===== config.mk =====
export PLATFORM = sky130hd
export DESIGN_NAME = pcode_grant_decoder
export DESIGN_NICKNAME = d
export VERILOG_FILES = /design/src/rtl/pcode_grant_decoder.sv
export SDC_FILE = /design/constraint.sdc
export NUM_CORES = 1
export LEC_CHECK = 0
export CAP_MARGIN = 20
export CORE_MARGIN = 2
export CORE_UTILIZATION = 53
export CTS_BUF_LIST = sky130_fd_sc_hd__clkbuf_8
export CTS_CLUSTER_DIAMETER = 60
export DETAILED_ROUTE_END_ITERATION = 16
export PLACE_DENSITY = 0.88
export SLEW_MARGIN = 20
export SYNTH_ARGS = -nofsm -noshare
export SYNTH_HDL_FRONTEND = slang
export SYNTH_SLANG_ARGS = --single-unit

===== constraint.sdc =====
create_clock -name clk -period 2.8 [get_ports clk]
set_clock_uncertainty 0.2 [all_clocks]
set_input_delay 0.56 -clock clk [delete_from_list [all_inputs] [get_ports clk]]
set_output_delay 0.56 -clock clk [all_outputs]
set_load 0.05 [all_outputs]

===== src/rtl/pcode_grant_decoder.sv =====
// Decodes a 3-bit priority code into a one-hot grant held for HOLD_CYCLES, then one idle gap cycle.
// Latency: accept edge N -> grant in cycles N+1..N+HOLD_CYCLES, gap in N+HOLD_CYCLES+1.
// Backpressure: pcode_ready is high only in IDLE; codes offered while busy wait for the next IDLE cycle.
module pcode_grant_decoder #(
    parameter int HOLD_CYCLES = 4
) (
    input  logic       clk,
    input  logic       rst_n,
    input  logic [2:0] pcode,
    input  logic       pcode_valid,
    output logic       pcode_ready,
    input  logic       release_req,
    output logic [4:1] grant,
    output logic       busy,
    output logic [7:0] grant_cnt,
    output logic       err
);

    typedef enum logic [1:0] {
        ST_IDLE  = 2'd0,
        ST_GRANT = 2'd1,
        ST_GAP   = 2'd2
    } state_t;

    localparam logic [7:0] HOLD_LOAD = 8'(HOLD_CYCLES - 1);

    state_t     state_q;
    state_t     state_d;
    logic [2:0] code_q;
    logic [7:0] hold_q;
    logic       accept;
    logic       code_legal;
    logic       code_illegal;
    logic [4:1] grant_dec;

    assign accept       = pcode_valid && (state_q == ST_IDLE);
    assign code_legal   = (pcode != 3'd0) && (pcode <= 3'd4);
    assign code_illegal = (pcode >= 3'd5);

    always_ff @(posedge clk or negedge rst_n) begin
        if (!rst_n) begin
            state_q <= ST_IDLE;
        end else begin
            state_q <= state_d;
        end
    end

    always_comb begin
        state_d = state_q;
        case (state_q)
            ST_IDLE:  if (accept && code_legal) state_d = ST_GRANT;
            ST_GRANT: if ((hold_q == 8'd0) || release_req) state_d = ST_GAP;
            ST_GAP:   state_d = ST_IDLE;
            default:  state_d = ST_IDLE;
        endcase
    end

    always_ff @(posedge clk or negedge rst_n) begin
        if (!rst_n) begin
            code_q    <= 3'd0;
            hold_q    <= 8'd0;
            grant_cnt <= 8'd0;
            err       <= 1'b0;
        end else begin
            if (accept && code_legal) begin
                code_q <= pcode;
                hold_q <= HOLD_LOAD;
                if (grant_cnt != 8'hFF) begin
                    grant_cnt <= grant_cnt + 8'd1;
                end
            end else if ((state_q == ST_GRANT) && (hold_q != 8'd0)) begin
                hold_q <= hold_q - 8'd1;
            end
            if (accept && code_illegal) begin
                err <= 1'b1;
            end
        end
    end

    // Decoding the latched code (not pcode) keeps every output off the input-to-output path.
    always_comb begin
        grant_dec = 4'b0000;
        case (code_q)
            3'd1:    grant_dec = 4'b0001;
            3'd2:    grant_dec = 4'b0010;
            3'd3:    grant_dec = 4'b0100;
            3'd4:    grant_dec = 4'b1000;
            default: grant_dec = 4'b0000;
        endcase
    end

    assign grant       = (state_q == ST_GRANT) ? grant_dec : 4'b0000;
    assign busy        = (state_q != ST_IDLE);
    assign pcode_ready = (state_q == ST_IDLE);

endmodule


==> flow_summary.yaml <==
min_path:
  whs_endpoint: "err"
  hold_path.class: "reg2reg"
  min_delay_path_depth: 1
  hold_start: "err"
layout:
  stdcell_area_sq_um: 1460
  utilization_pct: 72.4
  n_fill_cell: 141
  nets: 154
  drive_gt1_share_pct: 15.4
  multiInputGateArea_sq_um: 583
  antennaDiodeCount: 0
  syn_to_final_growth_pct: 25.7
  ff_latch_area_sq_um: 551
sta:
  post-route-period-util_pct: 92.8
  hold_slack_ps: 278
  hold_viol_final: 0
  final-max-slew-violation-count: 0
  fmax_mhz: 385
  worstMarginPinSlew_ps: 571
  period_needed_ps: 2600
  grt_setup_unrepaired: "false"
  max_slew_margin_pct: 61.6
  finalSetupViolCount: 0
drt:
  wl_per_cell_um: 14.7
  routed_wl_um: 2500
  drc_errors: 0
  dr.pass1.iters: 4
  viasPerCell: 5.90
  antenna_left: 0
  drtIter0Drc: 20
  vias: 1003
yosys:
  synth_mux_area_share_pct: 4.62
  synth_compound_area_share_pct: 13.4
  synth_xor_area_share_pct: 1.50
  synthCells: 118
  yosys.area_share.simple_pct: 26.7
  seq_area_frac_synth_pct: 47.3
  ys_ff_latch: 22
  syn_area_per_cell_sq_um: 9.87
  synth_top_family_by_area: "simple AND/OR/NAND/NOR gates"
  synthesis.area_sq_um: 1160
  synth_warnings: 0
  synth_cell_type_count: 38
  synthesis.nets: 128
  synthAdderAreaFrac_pct: 3.22
power:
  internal_power_mw: 0.837
  p_per_area_nw_per_um2: 1060
  switching_share_pct: 46.1
  p_clk_share_pct: 14.6
  power.leakage_nw: 0.645
  peakVddDrop_mv: 0.663
  power_switching_mw: 0.716
  seq_power_share_pct: 36.7
  power_frac_comb_pct: 48.7
  total_power_mw: 1.55
outcome:
  run_status: "complete, no violations"
cts:
  htree_levels: 1
  ctsLongestPathBuffers: 2
  worstSkewPairLatency_ps: 260
  cts_hold_buf: 0
  post_cts_buffers: 0
  clkTransAtPathRegs_ps: 70
  cts_made_buffers: 3
  cts_tree: "built"
  cts_resized: 0
  cts_sinks: 22
  root_buffer: "clkbuf_8"
floorplan:
  die_h_um: 50.9
  core_area_sq_um: 2020
  dieArea_sq_um: 2590
  start_util_pct: 57.6
  ios: 22
  dieWidth_um: 50.9
  rows: 16
placed_design:
  place_area_sq_um: 1410
  routabilityCongestion: 0.829
  portBuffers: 21
  place_hpwl_um: 1800
global_route:
  grt_start_max_net_pins: 23
  grt_pass1_wl_um: 4330
  grt_pass1_vias: 993
  grt_usage_pct: 22.0
  grt_antenna_before_repair: 0
  overflow: 0
critical_path:
  crit_required_ps: 2040
  worstSetupEndpointType: "output pin"
  reg2reg_depth: 4
  r2r-end: "grant_cnt[7]"
  worstReg2RegStart: "state_q[1]"
  arrival_ps: 1840
  crit_path_start_kind: "flop"
  worst-path-max-fanout: 3
  r2r_slack_ps: 730
  crit_path_start: "state_q[1]"
  critical_path_class: "reg2out"
job:
  maxCapViolCount: 0
==> final cells by class <==
cell class / instances / share of cell area (%)
well taps: 27 / 2.31
repair buffers: 25 / 15.7
multi-input cells: 89 / 39.8
clock buffers: 4 / 3.76
inverters: 3 / 0.769
flip-flops and latches: 22 / 37.6
==> cells in the mapped netlist, drive strengths merged <==
cell / count / area [sq um]
or4: 2 / 15.0
o21ai: 4 / 20.0
or3: 2 / 17.5
xnor2: 1 / 8.76
a31oi: 4 / 25.0
nor4b: 3 / 26.3
a21oi: 5 / 25.0
o31ai: 2 / 15.0
nor2b: 1 / 6.26
nor2: 8 / 30.0
a2111oi: 1 / 15.0
nor4: 3 / 40.0
o211ai: 2 / 15.0
nor4bb: 1 / 10.0
a31o: 2 / 17.5
mux2i: 2 / 20.0
o21a: 2 / 15.0
xor2: 1 / 8.76
a41oi: 1 / 8.76
and4: 1 / 8.76
nand2b: 3 / 18.8
nand3: 2 / 10.0
nand2: 23 / 86.3
or3b: 1 / 8.76
dfrtp: 22 / 551
ha: 3 / 37.5
nor3: 3 / 15.0
buf: 4 / 26.3
nand4: 1 / 6.26
or2: 2 / 12.5
inv: 3 / 11.3
mux2: 3 / 33.8
==> cell families after synthesis <==
| family | Yosys count |
|---|---|
| simple gates | 56 |
| compound gates | 23 |
| flops | 22 |
| buf+inv | 7 |
| mux | 5 |
| fa+ha+maj | 3 |
| xor+xnor | 2 |
==> routing by layer <==
metal  global-route usage, %  vias to the layer above  routed length [um]
li1                        -                      472                   -
met1                    26.1                      499                1030
met2                    42.1                       32                1370
met3                    2.34                        0                 106
met4                    5.41                        0                   0
met5                       0                        -                   0
==> cells in the final DEF, fill, tap and decap left out, types with 2 or more instances in the layout <==
cell type        netlist  layout
dfrtp_1               22      22
o21a_1                 2       2
nand2_1               23      23
nor4b_1                3       2
ha_1                   3       3
o211ai_1               2       2
buf_4                  0       8
nor3_1                 3       3
or2_2                  2       2
clkbuf_8               0       4
o21ai_0                4       4
or4_1                  2       2
nand3_1                2       2
a31oi_1                4       4
mux2_2                 2       2
nor2_1                 8       8
a21oi_1                5       5
nand2b_1               3       3
clkdlybuf4s50_1        0      17
o31ai_1                2       2
mux2i_1                2       2
inv_1                  3       3
==> power by group through the flow <==
stage | combinational (mW) | clock, mW | sequential, mW
finish | 0.756 | 0.226 | 0.571
global route | 0.819 | 0.246 | 0.592
CTS | 0.760 | 0.228 | 0.566
detailed placement | 0.753 | 0 | 0.570
global placement | 0.728 | 0 | 0.562
floorplan | 0.419 | 0 | 0.682
==> worst max-delay path by stage <==
stage	end	slack, ps
2_1_floorplan	grant[1]	-220
3_3_place_gp	grant_cnt[7]	140
3_5_place_dp	grant_cnt[7]	80
4_1_cts	pcode_ready	200
5_1_grt	pcode_ready	140
6_report	pcode_ready	200
==> per-stage QoR <==
stage / TNS [ps] / worst slack, ps / instances
2_1_floorplan: -582 / -221 / 118
3_3_place_gp: 0 / 140 / 166
3_5_place_dp: 0 / 77.6 / 166
4_1_cts: 0 / 202 / 170
5_1_grt: 0 / 139 / 170
6_report: 0 / 201 / 170
==> critical path: stages, from the launching register on <==
cell and delay [ps]:
dfrtp_1 380, or2_2 310, inv_1 90, clkdlybuf4s50_1 800
==> flip-flops by register name (all words and copies together), names as in the netlist <==
name       cells
code_q         3
err            1
state_q        2
hold_q         8
grant_cnt      8
Note: power is estimated with default switching activity, not from simulation.
